[src/rtl/ber_meter.sv]
// ber_meter: 16-QAM BER meter. It searches for the reference-to-received delay, then counts bit errors per 2^WIN_LOG2-symbol window.
// Each result registers one clk after the window's last symbol; there is no backpressure. Macro BER_LOCK_LOSS_EN enables drop-out on windows with high error counts.
module ber_meter #(
  parameter int MAX_DELAY   = 31,
  parameter int SEARCH_LEN  = 64,
  parameter int WIN_LOG2    = 16,
  parameter int LOSS_THRESH = 1024
) (
  input  logic                  clk,
  input  logic                  reset,
  input  logic                  sym_clk_ena,
  input  logic [1:0]            ref_i,
  input  logic [1:0]            ref_q,
  input  logic [1:0]            rx_i,
  input  logic [1:0]            rx_q,
  input  logic                  clr,
  output logic                  locked,
  output logic [5:0]            delay_out,
  output logic [WIN_LOG2+2:0]   err_count,
  output logic                  meas_valid
);

  localparam int AW = WIN_LOG2 + 3;
  localparam int DW = $clog2(SEARCH_LEN + 1);
  localparam logic [DW-1:0] DWELL_LAST = DW'(SEARCH_LEN - 1);
  localparam logic [5:0]    DELAY_MAX  = 6'(MAX_DELAY);
  localparam logic [AW-1:0] LOSS_T     = AW'(LOSS_THRESH);
`ifdef BER_LOCK_LOSS_EN
  localparam bit LOSS_EN = 1'b1;
`else
  localparam bit LOSS_EN = 1'b0;
`endif

  typedef enum logic {SEARCH, MEASURE} state_t;

  state_t               state;
  logic [3:0]           dline [1:MAX_DELAY];
  logic [3:0]           taps  [0:63];
  logic [DW-1:0]        dwell_cnt;
  logic                 dwell_bad;
  logic [WIN_LOG2-1:0]  win_cnt;
  logic [AW-1:0]        acc;
  logic [AW-1:0]        acc_nxt;
  logic [3:0]           diff;
  logic [2:0]           bit_err;
  logic                 sym_mis;

  // Taps beyond MAX_DELAY read as zero so a full 6-bit select is always legal.
  always_comb begin
    for (int k = 0; k < 64; k++) taps[k] = 4'd0;
    taps[0] = {ref_i, ref_q};
    for (int k = 1; k <= MAX_DELAY; k++) taps[k] = dline[k];
  end

  always_comb begin
    diff    = {rx_i, rx_q} ^ taps[delay_out];
    bit_err = {2'b00, diff[0]} + {2'b00, diff[1]} + {2'b00, diff[2]} + {2'b00, diff[3]};
    sym_mis = |diff;
    acc_nxt = acc + AW'(bit_err);
  end

  // The delay line ignores clr so the history stays valid across a restart.
  always_ff @(posedge clk or posedge reset) begin
    if (reset) begin
      for (int k = 1; k <= MAX_DELAY; k++) dline[k] <= 4'd0;
    end else if (sym_clk_ena) begin
      dline[1] <= {ref_i, ref_q};
      for (int k = 2; k <= MAX_DELAY; k++) dline[k] <= dline[k-1];
    end
  end

  always_ff @(posedge clk or posedge reset) begin
    if (reset) begin
      state      <= SEARCH;
      locked     <= 1'b0;
      delay_out  <= 6'd0;
      err_count  <= '0;
      meas_valid <= 1'b0;
      dwell_cnt  <= '0;
      dwell_bad  <= 1'b0;
      win_cnt    <= '0;
      acc        <= '0;
    end else begin
      meas_valid <= 1'b0;
      if (clr) begin
        state     <= SEARCH;
        locked    <= 1'b0;
        delay_out <= 6'd0;
        dwell_cnt <= '0;
        dwell_bad <= 1'b0;
        win_cnt   <= '0;
        acc       <= '0;
      end else if (sym_clk_ena) begin
        case (state)
          SEARCH: begin
            if (dwell_cnt == DWELL_LAST) begin
              dwell_cnt <= '0;
              dwell_bad <= 1'b0;
              if (!(dwell_bad || sym_mis)) begin
                state   <= MEASURE;
                locked  <= 1'b1;
                win_cnt <= '0;
                acc     <= '0;
              end else begin
                delay_out <= (delay_out == DELAY_MAX) ? 6'd0 : delay_out + 6'd1;
              end
            end else begin
              dwell_cnt <= dwell_cnt + 1'b1;
              dwell_bad <= dwell_bad | sym_mis;
            end
          end
          MEASURE: begin
            if (&win_cnt) begin
              err_count  <= acc_nxt;
              meas_valid <= 1'b1;
              acc        <= '0;
              win_cnt    <= '0;
              if (LOSS_EN && (acc_nxt > LOSS_T)) begin
                state     <= SEARCH;
                locked    <= 1'b0;
                delay_out <= 6'd0;
                dwell_cnt <= '0;
                dwell_bad <= 1'b0;
              end
            end else begin
              acc     <= acc_nxt;
              win_cnt <= win_cnt + 1'b1;
            end
          end
          default: state <= SEARCH;
        endcase
      end
    end
  end

endmodule

[config.mk]
export PLATFORM = sky130hd
export DESIGN_NAME = ber_meter
export DESIGN_NICKNAME = d
export VERILOG_FILES = /design/src/rtl/ber_meter.sv
export SDC_FILE = /design/constraint.sdc
export NUM_CORES = 1
export LEC_CHECK = 0
export ABC_AREA = 1
export ABC_CLOCK_PERIOD_IN_PS = 6700
export BUFFER_PORTS_ARGS = -buffer_cell sky130_fd_sc_hd__buf_2
export CORE_MARGIN = 4
export CORE_UTILIZATION = 50
export CTS_CLUSTER_SIZE = 14
export DETAILED_ROUTE_END_ITERATION = 16
export GPL_TIMING_DRIVEN = 0
export MAX_ROUTING_LAYER = met4
export PLACE_DENSITY = 0.67
export SLEW_MARGIN = 20
export SYNTH_ARGS = -nofsm -noshare
export SYNTH_HDL_FRONTEND = slang
export SYNTH_SLANG_ARGS = --single-unit
[constraint.sdc]
create_clock -name clk -period 6.7 [get_ports clk]
set_clock_uncertainty 0.05 [all_clocks]
set_input_delay 0.335 -clock clk [delete_from_list [all_inputs] [get_ports clk]]
set_output_delay 0.335 -clock clk [all_outputs]
set_load 0.02 [all_outputs]
### Word-level counts from Yosys, hierarchy flattened

Cells that the tools add are included.

| storage, ports and cells | value |
|---|---|
| bits in registers | 195 |
| input port bits | 12 |
| output and inout port bits | 27 |
| word-level logic and storage cells | 113 |

| cells by class | value |
|---|---|
| $add $sub $neg | 7 |
| magnitude comparators | 1 |
| equal/unequal tests | 6 |
| muxes and demuxes | 43 |
| bitwise logic cells | 5 |
| reduce and logical (&&, ||, !) cells | 11 |

Operators with widths:

| kind | count |
|---|---|
| $mux W19 | 5 |
| $mux W16 | 5 |
| $pmux W19 S2 | 1 |
| $mux W6 | 6 |
| $pmux W16 S2 | 1 |
| $mux W7 | 4 |
| $bmux W4 S6 | 1 |
| $add A19 B3 Y19 | 1 |
| $reduce_and A19 Y1 | 1 |
| $mux W1 | 18 |
| $add A16 B1 Y16 const B | 1 |
| $reduce_and A16 Y1 | 1 |
| $mux W4 | 2 |
| $reduce_and A4 Y1 | 2 |
| $add A7 B1 Y7 const B | 1 |
| $eq A7 B6 Y1 const B | 1 |
| $ge A7 B7 Y1 const B | 1 |
| $not A6 Y7 | 1 |
| $add A6 B1 Y6 const B | 1 |
| $eq A6 B5 Y1 const B | 1 |
| $ne A3 B3 Y1 const B | 2 |
| $reduce_bool A2 Y1 | 3 |
| $ne A2 B2 Y1 const B | 2 |
| $reduce_or A4 Y1 | 1 |
| 9 further kinds | 10 |

### Logic depth before layout (Yosys ltp)

Gate-level depths: netlist of run 1.

| logic depth | value |
|---|---|
| depth after elaboration | 13 |
| mapped depth | 33 |
| depth with buffers taken out | 31 |

### Worst setup path before layout of run 1

No wires, ideal clock.

| path | value |
|---|---|
| path kind | register to register |
| from | register delay_out[0] |
| to | register acc[18] |
| library setup time | 0.066 ns |
| arrival time | 4.086 ns |
| required time | 6.584 ns |
| setup slack | 2.497 ns |
| stages on the path, launching flop included | 27 |
| path buffers | 3 |
| clock period less this slack | 4.203 ns |
| path through | dfrtp_1 -> buf_4 -> buf_4 -> buf_2 -> o21ai_0 -> a21oi_1 -> o211ai_1 -> nand3_1 -> nand2_1 -> nand2_1 -> nand2_1 -> nand2_1 -> fa_1 -> fa_1 -> inv_1 -> fa_1 -> nand3_1 -> nor2_1 -> nand3_1 -> nor2_1 -> nand3_1 -> nor2_1 -> nand4_1 -> xor2_1 -> nor2_1 -> nand4_1 -> nand2_1 |

| on the way | value |
|---|---|
| longest elaborated chain between the ends | 13 |
| elaborated cells between the ends (all ways) | 17 |
| classes of those cells | add/sub: 4; eq/ne: 1; mux: 7; bitwise: 2; reduce/logical: 3 |

RTL lines:

| element | RTL line | source |
|---|---|---|
| start, declared | 18 | `output logic [5:0] delay_out,` |
| start signal, assigned | 105 | `delay_out <= (delay_out == DELAY_MAX) ? 6'd0 : delay_out + 6'd1;` |
| $not A6 Y7 (not written as such) (*) | 56 | `diff = {rx_i, rx_q} ^ taps[delay_out];` |
| $bmux W4 S6 (*) | 56 |  |
| $mux W4 (not written as such) (*) (2 in series) | 56 |  |
| $xor A4 B4 Y4 (*) | 56 |  |
| $add A1 B1 Y2 | 57 | `bit_err = {2'b00, diff[0]} + {2'b00, diff[1]} + {2'b00, diff[2]} + {2'b00, diff[3]};` |
| $add A2 B1 Y3 | 57 |  |
| $add A3 B1 Y3 | 57 |  |
| $add A19 B3 Y19 | 59 | `acc_nxt = acc + AW'(bit_err);` |
| $mux W19 | 113 | `if (&win_cnt) begin` |
| $pmux W19 S2 | 94 | `case (state)` |
| $mux W19 | 93 | `end else if (sym_clk_ena) begin` |
| $mux W19 | 85 | `if (clr) begin` |
| end signal, assigned | 126 | `acc <= acc_nxt;` |
| end, declared | 42 | `logic [AW-1:0] acc;` |

Every way passes the cells marked *; elsewhere a longest branch is shown, timed or not. The select of a mux whose other input is x is not followed.
A chain may end at the register's enable or synchronous reset.

### Worst setup path in the final report of run 1

| path | value |
|---|---|
| from | register delay_out[2] |
| to | register acc[18] |

Same word-level chain as after synthesis.

==> run metrics, run 1 <==
CP required=7.02 ns; I/O Pins=39; minimum clock period=5.13 ns; Worst path most repeated cell=nand2_1; die height=148 um; GPL Wtd Cong=0.887; Rel. slew slack=53.0%; largest net degree at the start of global routing=99; fin worst setup slack=1.57 ns; asr flop ratio synth=100%; Hold WS=0.0664 ns; Fin Setup TNS=0 ns; Leakage Power=5.21 nW; met3 Track Usage GR=4.51%; Mapped Cells=1280; Die Area=0.0219 mm2; Pre-Repair DR Iteration Count=5; via count of the routed design=8571; Primary FF master, synth=dfrtp_1; worst skew pair latency=0.44 ns; Num CTS Buffers=17; total congestion overflow=0; Crit. End Element=flip-flop; hold crit path type=in2reg; CTS tree=yes; routed vias/inst=5.32; Root Buffer=clkbuf_16; Yosys cell types=33; Bufs on Longest Clock Path=2; H-tree Lvls=4; Die Span X=148 um; post-synthesis sequential area ratio=49.9%; GRT Max-Usage Layer=met2; fin cells=1611; Critical Path Max Stage Delay=0.54 ns; CTS-repair resized insts=0; placed wire-length estimate=16800 um; clock sink count=195; CTS clock-pin slew for the worst setup and hold paths=0.07 ns; worst-margin pin slew=0.705 ns; Pwr Density=275 mW/mm2; All-Layer GR Usage=25.0%; Max VDD drop=0.188 mV; Synth Net Count=1299; cts hold-fix bufs=1; core area=0.0190 mm2; ANT nets after route=0; Post-Syn Area=0.00978 mm2; Syn Area/Cell=7.64 um2; WL/cell=15.7 um; status=completed; largest fanout on the critical path=10; share of post-route cells with drive strength above 1=7.85%; global-route wire length before repair=43200 um; Finished Core Util=57.7%; nets@finish=1357; placed cell count=1578; share of the synthesized area in the top cell type=49.9%; grt met1 use=35.7%; Final setup violation count=0; std cell rows=50; Synth area leaders=dfrtp_1 50%, nand2_1 18%, o21ai_0 8.4%; grt met2 use=38.2%; initial core utilization=51.6%; Port Buf Inserts=37; vias in the first global route=8455; startpoint types=flip-flop; slowest stage cell, crit path=buf_1; Final Cycle Share=76.5%; unrepaired setup endpoints after global routing=no; Arr. time, crit path=5.45 ns; Post-synth EDFFs=0; postcts setup bufs=0; Fmax=195 MHz; number of max-cap violations=0; DRT Wirelength=25400 um; initial antenna violation count=0; Initial DRC Count=941; Final Max Slew Viols=0; Residual DRC=0; Synth Register Bits=195; Setup WS pre-CTS=1.62 ns; critical path type=reg2reg; # diodes=0; final hold vios=0; yosys warns=0; area delta synth->final=11.9%; Synth area leader=dfrtp_1
==> cells in the final DEF (no fill, tap or decap), types with 3 or more instances in the layout <==
cell | synthesis | routed
inv_1 | 117 | 116
buf_2 | 16 | 53
nand4_1 | 41 | 41
buf_6 | 5 | 5
xor2_1 | 16 | 16
nor2_1 | 67 | 67
xnor2_1 | 9 | 9
nand3_1 | 77 | 77
nand3b_1 | 3 | 3
buf_4 | 8 | 8
dfrtp_1 | 195 | 195
nand2_1 | 465 | 465
a21oi_1 | 18 | 18
nor3_1 | 9 | 9
clkbuf_16 | 0 | 17
clkbuf_1 | 38 | 40
inv_2 | 3 | 3
ha_1 | 4 | 4
o21ai_1 | 3 | 3
inv_6 | 0 | 5
bufinv_16 | 0 | 3
o21ai_0 | 165 | 165
fa_1 | 3 | 3
==> where the power goes <==
group          switching, mW  internal (mW)  leakage [nW]
Combinational          0.383          0.177          2.31
Clock                  0.472          0.596         0.295
Sequential            0.0827           1.30          2.61
Total                  0.938           2.07          5.21
==> per-stage QoR <==
stage,instance area [um2],power (mW)
2_1_floorplan,9780,1.77
3_3_place_gp,10300,1.94
3_5_place_dp,10300,1.95
4_1_cts,10900,3.02
5_1_grt,10900,3.18
6_report,10900,3.01
==> final cells by class <==
class                           instances  area, um2
Buffer                                 69        347
Clock inverter                         13        171
Tap cell                              260        325
Sequential cell                       195       4880
Timing Repair Buffer                   39        223
Multi-Input combinational cell        894       4100
Inverter                              122        465
Clock buffer                           19        433
Fill cell                            1780       8020
==> sequential cells by signal (all words and copies together) (netlist names) <==
name and count:
win_cnt 16, dwell_bad 1, state 1, delay_out 6, dwell_cnt 7, meas_valid 1, err_count 19, locked 1
dline 124, acc 19
==> metal layers <==
layer  up-vias  wire, um
met5         -         0
met4         0       270
met3        27      1540
met2       247     11500
met1      4097     12000
li1       4200         -
==> final timing paths <==
path	from	end	depth (start not counted)	slack, ns
worst min register to register	acc[0]	acc[0]	2	0.43
min in group asynchronous	reset	delay_out[2]	3	0.51
max in group asynchronous	reset	acc[6]	4	5.18
worst max register to register	delay_out[2]	acc[18]	26	1.57
worst max-delay path	delay_out[2]	acc[18]	26	1.57
worst min-delay path	ref_i[0]	dline[122]	3	0.07
==> synthesized netlist by cell type (2+ instances only) <==
cell type  count
o21ai_0      165
nand3b_1       3
buf_1          2
fa_1           3
ha_1           4
nor3_1         9
o211ai_1       2
clkinv_1       2
nor2_1        67
inv_2          3
xnor2_1        9
nand3_1       77
nor3b_1        2
xor2_1        16
nand2_1      465
o21ai_1        3
buf_2         16
dfrtp_1      195
a21oi_1       18
buf_6          5
nand4_1       41
buf_4          8
nand3_4        2
inv_1        117
clkbuf_1      38
==> critical path, delay by kind of cell (launching register included) <==
family | cells | cell delay [ns]
xor+xnor | 1 | 0.19
flops | 1 | 0.48
fa+ha+maj | 3 | 1.18
simple gates | 18 | 2.19
buf+inv | 4 | 0.95
==> cell families (layout without fill, tap and decap cells) <==
group / count (synthesis) / in the layout / share of synthesized area, %
adder cells (fa/ha/maj): 7 / 7 / 1.13
XOR/XNOR: 25 / 25 / 2.24
AO/OA/AOI/OAI: 192 / 192 / 9.99
buffers and inverters: 191 / 262 / 8.23
AND/OR/NAND/NOR: 670 / 670 / 28.5
flip-flops: 195 / 195 / 49.9
(Power assumes the default switching activity.)
==> run 2: changes to the inputs <==
- ABC_CLOCK_PERIOD_IN_PS: 6700 -> 4300
- PLACE_DENSITY: 0.67 -> 0.69
- clock period: 6.7 -> 4.3 ns (I/O delays scaled with it)
==> run metrics, run 2 (same netlist as run 1, synthesis figures left out) <==
minimum clock period=4.13 ns (-0.995 ns); CTS clock-pin slew for the worst setup and hold paths=0.07 ns (about the same); placed wire-length estimate=17600 um (+4.9%); global-route wire length before repair=43300 um (+0.30%); total power=4.83 mW (+61%); hold crit path type=in2reg; total congestion overflow=0 (unchanged); clock sink count=195 (unchanged); status=completed; H-tree Lvls=4 (unchanged); area delta synth->final=19.5%; HP Start=clr; placed cell count=1584 (+0.38%); unrepaired setup endpoints after global routing=yes; Num CTS Buffers=17 (unchanged); Crit. End Element=flip-flop; Root Buffer=clkbuf_16; Hold Crit Endpoint=dwell_cnt[2]; std cell rows=50 (unchanged); commonest non-fill, non-tap cell in the layout=nand2_1; Max VDD drop=0.304 mV (+62%); Setup WS pre-CTS=-0.768 ns (-2.39 ns); number of max-cap violations=0 (unchanged); Leakage Power=5.55 nW (+6.5%); Port Buf Inserts=37 (unchanged); Final Cycle Share=96.1% (+20 points); grt met1 use=35.9% (+0.14 points); Pre-Repair DR Iteration Count=6 (+1); die height=148 um (unchanged); Initial DRC Count=855 (-9.1%); r2r setup slk=0.17 ns (-1.41 ns); worst skew pair latency=0.45 ns (about the same); Design Area, Final=0.0117 mm2 (+6.8%); number of cells on the worst hold path=2 (-1); Die Area=0.0219 mm2 (unchanged); All-Layer GR Usage=25.2% (+0.18 points); GPL Wtd Cong=0.882 (-0.57%); core area=0.0190 mm2 (unchanged); Residual DRC=0 (unchanged); Pwr Density=414 mW/mm2 (+50%); initial core utilization=51.6% (unchanged); startpoint types=flip-flop; worst-margin pin slew=0.598 ns (-0.108 ns); final hold vios=0 (unchanged); Reg2Reg Capture Point=acc[18]; DRT Wirelength=26300 um (+3.9%); CTS tree=yes; initial antenna violation count=0 (unchanged); Bufs on Longest Clock Path=2 (unchanged); Reg with most FFs=dline; routed vias/inst=5.39 (+1.2%); fin worst setup slack=0.169 ns (-1.41 ns); critical path startpoint=delay_out[1]; Hold WS=0.00422 ns (-0.0622 ns); I/O Pins=39 (unchanged); max reg flops=124 (unchanged); ANT nets after route=0 (unchanged); GRT Max-Usage Layer=met2; r2r worst-path depth=27 (+3.8%); fin cells=1651 (+2.5%); share of post-route cells with drive strength above 1=12.9% (+5.0 points); Die Span X=148 um (unchanged); CP required=4.63 ns (-2.39 ns); largest net degree at the start of global routing=30 (-70%); nets@finish=1397 (+2.9%); Final setup violation count=0 (unchanged); Arr. time, crit path=4.46 ns (-0.99 ns); Rel. slew slack=60.1% (+7.1 points); critical path type=reg2reg; WL/cell=16.0 um (+1.3%); commonest non-fill, non-tap cells in the layout=459 x nand2_1, 193 x dfrtp_1, 157 x o21ai_0; # fillers=1663 (-6.6%); via count of the routed design=8893 (+3.8%); # diodes=0 (unchanged); Fmax=242 MHz (+24%); Final Max Slew Viols=0 (unchanged); largest fanout on the critical path=10 (unchanged); vias in the first global route=8532 (+0.91%); top flop regs=dline: 124 flops, acc: 19 flops, err_count: 19 flops; grt met2 use=38.4% (+0.18 points); Worst R2R Start=delay_out[1]; met3 Track Usage GR=3.89% (-0.61 points); Cell Area, Placed=0.0105 mm2 (+1.2%)
-- run 2: cell count changes in the layout (fill, tap and decap cells not counted), moves of 4 or more --
cell,change
buf_4,+24
buf_12,+12
nand3_1,-12
buf_2,-11
nand3_2,+10
o21ai_0,-8
buf_8,+7
o21ai_1,+7
nand2_1,-6
nand2_2,+5
nor2_1,-5
dlygate4sd3_1,+4
inv_1,-4
nor2_4,+4
-- run 2: stage by stage --
step | utilization (%) | TNS (ns)
2_1_floorplan | - | 0
3_3_place_gp | 54.3 | -6.65
3_5_place_dp | 55.1 | -7.90
4_1_cts | 60.3 | 0
5_1_grt | 61.7 | -0.422
6_report | 61.7 | 0
-- run 2: critical path: stages (launching register included) --
cell,delay [ns]
dfrtp_2,0.48
buf_4,0.17
nor2_4,0.12
buf_8,0.17
nand2_1,0.07
nand2_1,0.06
nor2_1,0.05
nand2_1,0.07
nand3_2,0.09
nand2_2,0.11
nand3b_1,0.08
nand2_1,0.09
inv_1,0.06
fa_1,0.45
fa_2,0.36
inv_2,0.07
fa_2,0.24
nand3_4,0.10
nor2_4,0.13
nand3_4,0.09
nor2_4,0.11
nand3_2,0.10
nor2_4,0.13
nand4_1,0.13
xor2_1,0.18
nor2_1,0.11
nand4_1,0.08
nand2_1,0.08
-- run 2: power by group --
group	switching [mW]	total, mW	internal (mW)
logic	0.666	1.09	0.428
registers	0.130	2.15	2.02
clock network	0.743	1.59	0.843
-- run 2: repair_timing --
| action | CTS | global route |
|---|---|---|
| pin swaps | 10 | 32 |
| hold buffers | 5 | 0 |
| gates cloned | 1 | 0 |
| hold endpoints to repair | 28 | 0 |
| resized for setup | 62 | 51 |
| buffers inserted | 16 | 13 |
| endpoints found under the setup margin | 22 | 18 |
-- run 2: area by class of cell --
cell class                 count  area (um2)  share of cell area (%)
sequential                   195        4880                    41.8
multi-input combinational    894        4250                    36.3
timing repair buffer          79         643                    5.50
buffer                        69         519                    4.44
inverter                     122         492                    4.21
clock buffer                  20         457                    3.91
tap                          260         325                    2.78
clock inverter                12         120                    1.03
-- run 2: routing by layer --
| layer | part of all wire [%] | up-vias |
|---|---|---|
| met5 | 0 | - |
| met4 | 1.8 | 0 |
| met3 | 5.7 | 42 |
| met2 | 46 | 269 |
| met1 | 46 | 4300 |
| li1 | - | 4282 |
-- run 2: how the worst max path moves through the flow --
| stage | end |
|---|---|
| after global placement | acc[18] |
| after floorplan | acc[18] |
| after global routing | acc[14] |
| final | acc[18] |
| after CTS | acc[18] |
| after detailed placement | acc[18] |
==> run 3: changes to the inputs <==
- ABC_AREA: 1 -> default
- ABC_CLOCK_PERIOD_IN_PS: 4300 -> 4500
- PLACE_DENSITY: 0.69 -> 0.67
- clock period: 4.3 -> 4.5 ns (I/O delays scaled with it)
==> run metrics, run 3 <==
Rel. slew slack=41.2% (-19 points); worst-margin pin slew=0.875 ns (+0.278 ns); Final Cycle Share=98.2% (+2.2 points); commonest non-fill, non-tap cells in the layout=193 x dfrtp_1, 125 x mux2_2, 65 x mux2i_1; r2r setup slk=0.08 ns (-0.09 ns); Synth area leaders=dfrtp_1 52%, mux2_2 15%, mux2i_1 7.1%; routed vias/inst=5.79 (+7.6%); Die Area=0.0212 mm2 (-3.2%); CP required=4.76 ns (+0.13 ns); H-tree Lvls=4 (unchanged); Final setup violation count=0 (unchanged); Synth Register Bits=195 (unchanged); placed wire-length estimate=14500 um (-17%); total power=4.89 mW (+1.2%); total congestion overflow=0 (unchanged); DRT Wirelength=21100 um (-20%); hold crit path type=in2reg; Final Max Slew Viols=0 (unchanged); CTS clock-pin slew for the worst setup and hold paths=0.07 ns (about the same); Pre-Repair DR Iteration Count=6 (unchanged); Mapped Cells=789 (-38%); critical path startpoint=delay_out[1]; Num CTS Buffers=17 (unchanged); largest fanout on the critical path=7 (-3); Arr. time, crit path=4.68 ns (+0.22 ns); Post-synth EDFFs=0 (unchanged); Cell Area, Placed=0.0101 mm2 (-3.3%); Cell Chain, Critical Path=buf_12, buf_12, buf_12, mux2i_1, a22oi_1, nand3_1, nand4_1, xnor2_2, fa_1, fa_2, inv_2, fa_2, and3_4, and3_4, nand2_4, nor3_4, and3_4, and3_4, and3_4, xnor2_2, o21ai_1; slowest stage cell, crit path=fa_1; Bufs on Longest Clock Path=2 (unchanged); Worst R2R Start=delay_out[1]; Post-Synth XOR/XNOR Area=2.59% (+0.36 points); placed cell count=1067 (-33%); fin cells=1128 (-32%); Syn Area/Cell=12.0 um2 (+57%); commonest non-fill, non-tap cell in the layout=dfrtp_1; Port Buf Inserts=38 (+2.7%); share of the synthesized area in the top cell type=51.6% (+1.7 points); number of max-cap violations=0 (unchanged); Crit. End Element=flip-flop; Primary FF master, synth=dfrtp_1; status=completed; Yosys cell types=56 (+70%); yosys warns=0 (unchanged); max reg flops=124 (unchanged); Post-Syn Area=0.00945 mm2 (-3.4%); nets@finish=900 (-36%); worst skew pair latency=0.44 ns (about the same); vias in the first global route=6673 (-22%); Synth Net Count=808 (-38%); All-Layer GR Usage=20.6% (-4.6 points); via count of the routed design=6535 (-27%); global-route wire length before repair=34100 um (-21%); WL/cell=18.7 um (+17%); Initial DRC Count=477 (-44%); die height=145 um (-1.6%); Synth area leader=dfrtp_1; area delta synth->final=17.6%; std cell rows=50 (unchanged); share of post-route cells with drive strength above 1=32.8% (+20 points); post-synthesis sequential area ratio=51.6% (+1.7 points); Fmax=226 MHz (-6.6%); Root Buffer=clkbuf_16; HP Start=clr; minimum clock period=4.42 ns (+0.290 ns); I/O Pins=39 (unchanged); CTS tree=yes; Residual DRC=0 (unchanged); top post-synthesis cells by count=195 x dfrtp_1, 125 x mux2_2, 67 x mux2i_1; initial antenna violation count=0 (unchanged); complex-gate fraction of the synthesized area=9.81% (-0.18 points); critical path type=reg2reg; most frequent cell after synthesis=dfrtp_1; largest net degree at the start of global routing=36 (+20%); mux cell area share after synthesis=22.4% (+22 points); core area=0.0186 mm2 (-1.7%); Worst path most repeated cell=and3_4; startpoint types=flip-flop; final hold vios=0 (unchanged); area share of fa/ha/maj cells after synthesis=1.16% (+0.039 points); Hold WS=0.0595 ns (+0.0553 ns); Die Span X=145 um (-1.6%); Synth Area in Simple Gates=8.83% (-20 points); GPL Wtd Cong=0.827 (-6.2%); Max VDD drop=0.330 mV (+8.7%); ANT nets after route=0 (unchanged); asr flop ratio synth=100% (unchanged); # diodes=0 (unchanged); Design Area, Final=0.0111 mm2 (-4.9%); clock sink count=195 (unchanged); Reg with most FFs=dline; initial core utilization=50.7% (-0.90 points); top flop regs=dline: 124 flops, acc: 19 flops, err_count: 19 flops; Pwr Density=440 mW/mm2 (+6.4%); Critical Path Max Stage Delay=0.51 ns (+0.03 ns); Leakage Power=4.72 nW (-15%); unrepaired setup endpoints after global routing=yes; largest family of logic cells by synthesized area=multiplexers
run 3: cell types whose count changed in the layout (fill, tap and decap cells not counted), moves of 27 or more:
cell / before / now
nand3_1: 65 / 29
nor2_1: 62 / 35
a22oi_1: 0 / 27
mux2i_1: 0 / 65
nand2_1: 459 / 47
o21ai_0: 157 / 24
mux2_2: 0 / 125
inv_1: 112 / 8
nand4_1: 41 / 6
run 3: final cells by class:
| type | instances | area, um2 |
|---|---|---|
| buffer | 44 | 332 |
| inverter | 10 | 41.3 |
| clock inverter | 13 | 149 |
| tap | 234 | 293 |
| clock buffer | 19 | 443 |
| sequential | 195 | 4880 |
| fill | 1478 | 7530 |
| multi-input combinational | 537 | 4370 |
| timing repair buffer | 76 | 601 |
run 3: per-stage QoR:
stage	worst slack, ns	util, %	TNS, ns
2_1_floorplan	0.0182	-	0
3_3_place_gp	-0.587	53.5	-3.47
3_5_place_dp	-0.593	54.2	-3.69
4_1_cts	0.0114	58.7	0
5_1_grt	-0.0962	59.6	-0.326
6_report	0.0794	59.6	0
run 3: power by group:
part | leakage, nW | internal, mW | total [mW] | switching, mW
Sequential | 2.52 | 2.20 | 2.55 | 0.347
Combinational | 1.92 | 0.503 | 0.806 | 0.303
Clock | 0.287 | 0.845 | 1.54 | 0.691
run 3: critical path, delay by kind of cell (launching register included):
kind / cells / cell delay [ns]
simple gates: 9 / 1.50
fa+ha+maj: 3 / 1.13
buf+inv: 4 / 0.51
xor+xnor: 2 / 0.31
flops: 1 / 0.46
mux: 1 / 0.15
compound gates: 2 / 0.15
run 3: worst paths after layout:
| kind | cells after the start | endpoint |
|---|---|---|
| setup / recovery | 21 | err_count[18] |
| hold / removal | 4 | win_cnt[15] |
| setup reg to reg | 21 | err_count[18] |
| hold reg to reg | 2 | err_count[15] |
| max in group asynchronous | 5 | dline[60] |
| min in group asynchronous | 3 | dline[12] |
run 3: cells by family (layout without fill, tap and decap cells):
logic type	Yosys count	count (layout)
adders and majority gates	7	7
xor gates and xnor gates	28	28
and+or+nand+nor	169	169
muxes	194	194
buffers and inverters	57	162
AOI/OAI and AO/OA	139	139
DFF	195	195
run 3: what timing repair did:
action	4_1_cts	5_1_grt
resized for setup	25	13
pin swaps	11	13
setup endpoints to repair	14	9
hold buffers	5	0
endpoints found under the hold margin	16	0
gates cloned	0	1
buffers inserted	11	15
run 3: per-layer routing:
layer	share of wire, %	up-vias	global-route usage (%)
met5	0	-	-
met4	1.6	0	7.03
met3	4.1	29	3.83
met2	48	167	32.0
met1	46	3312	27.5
li1	-	3027	-
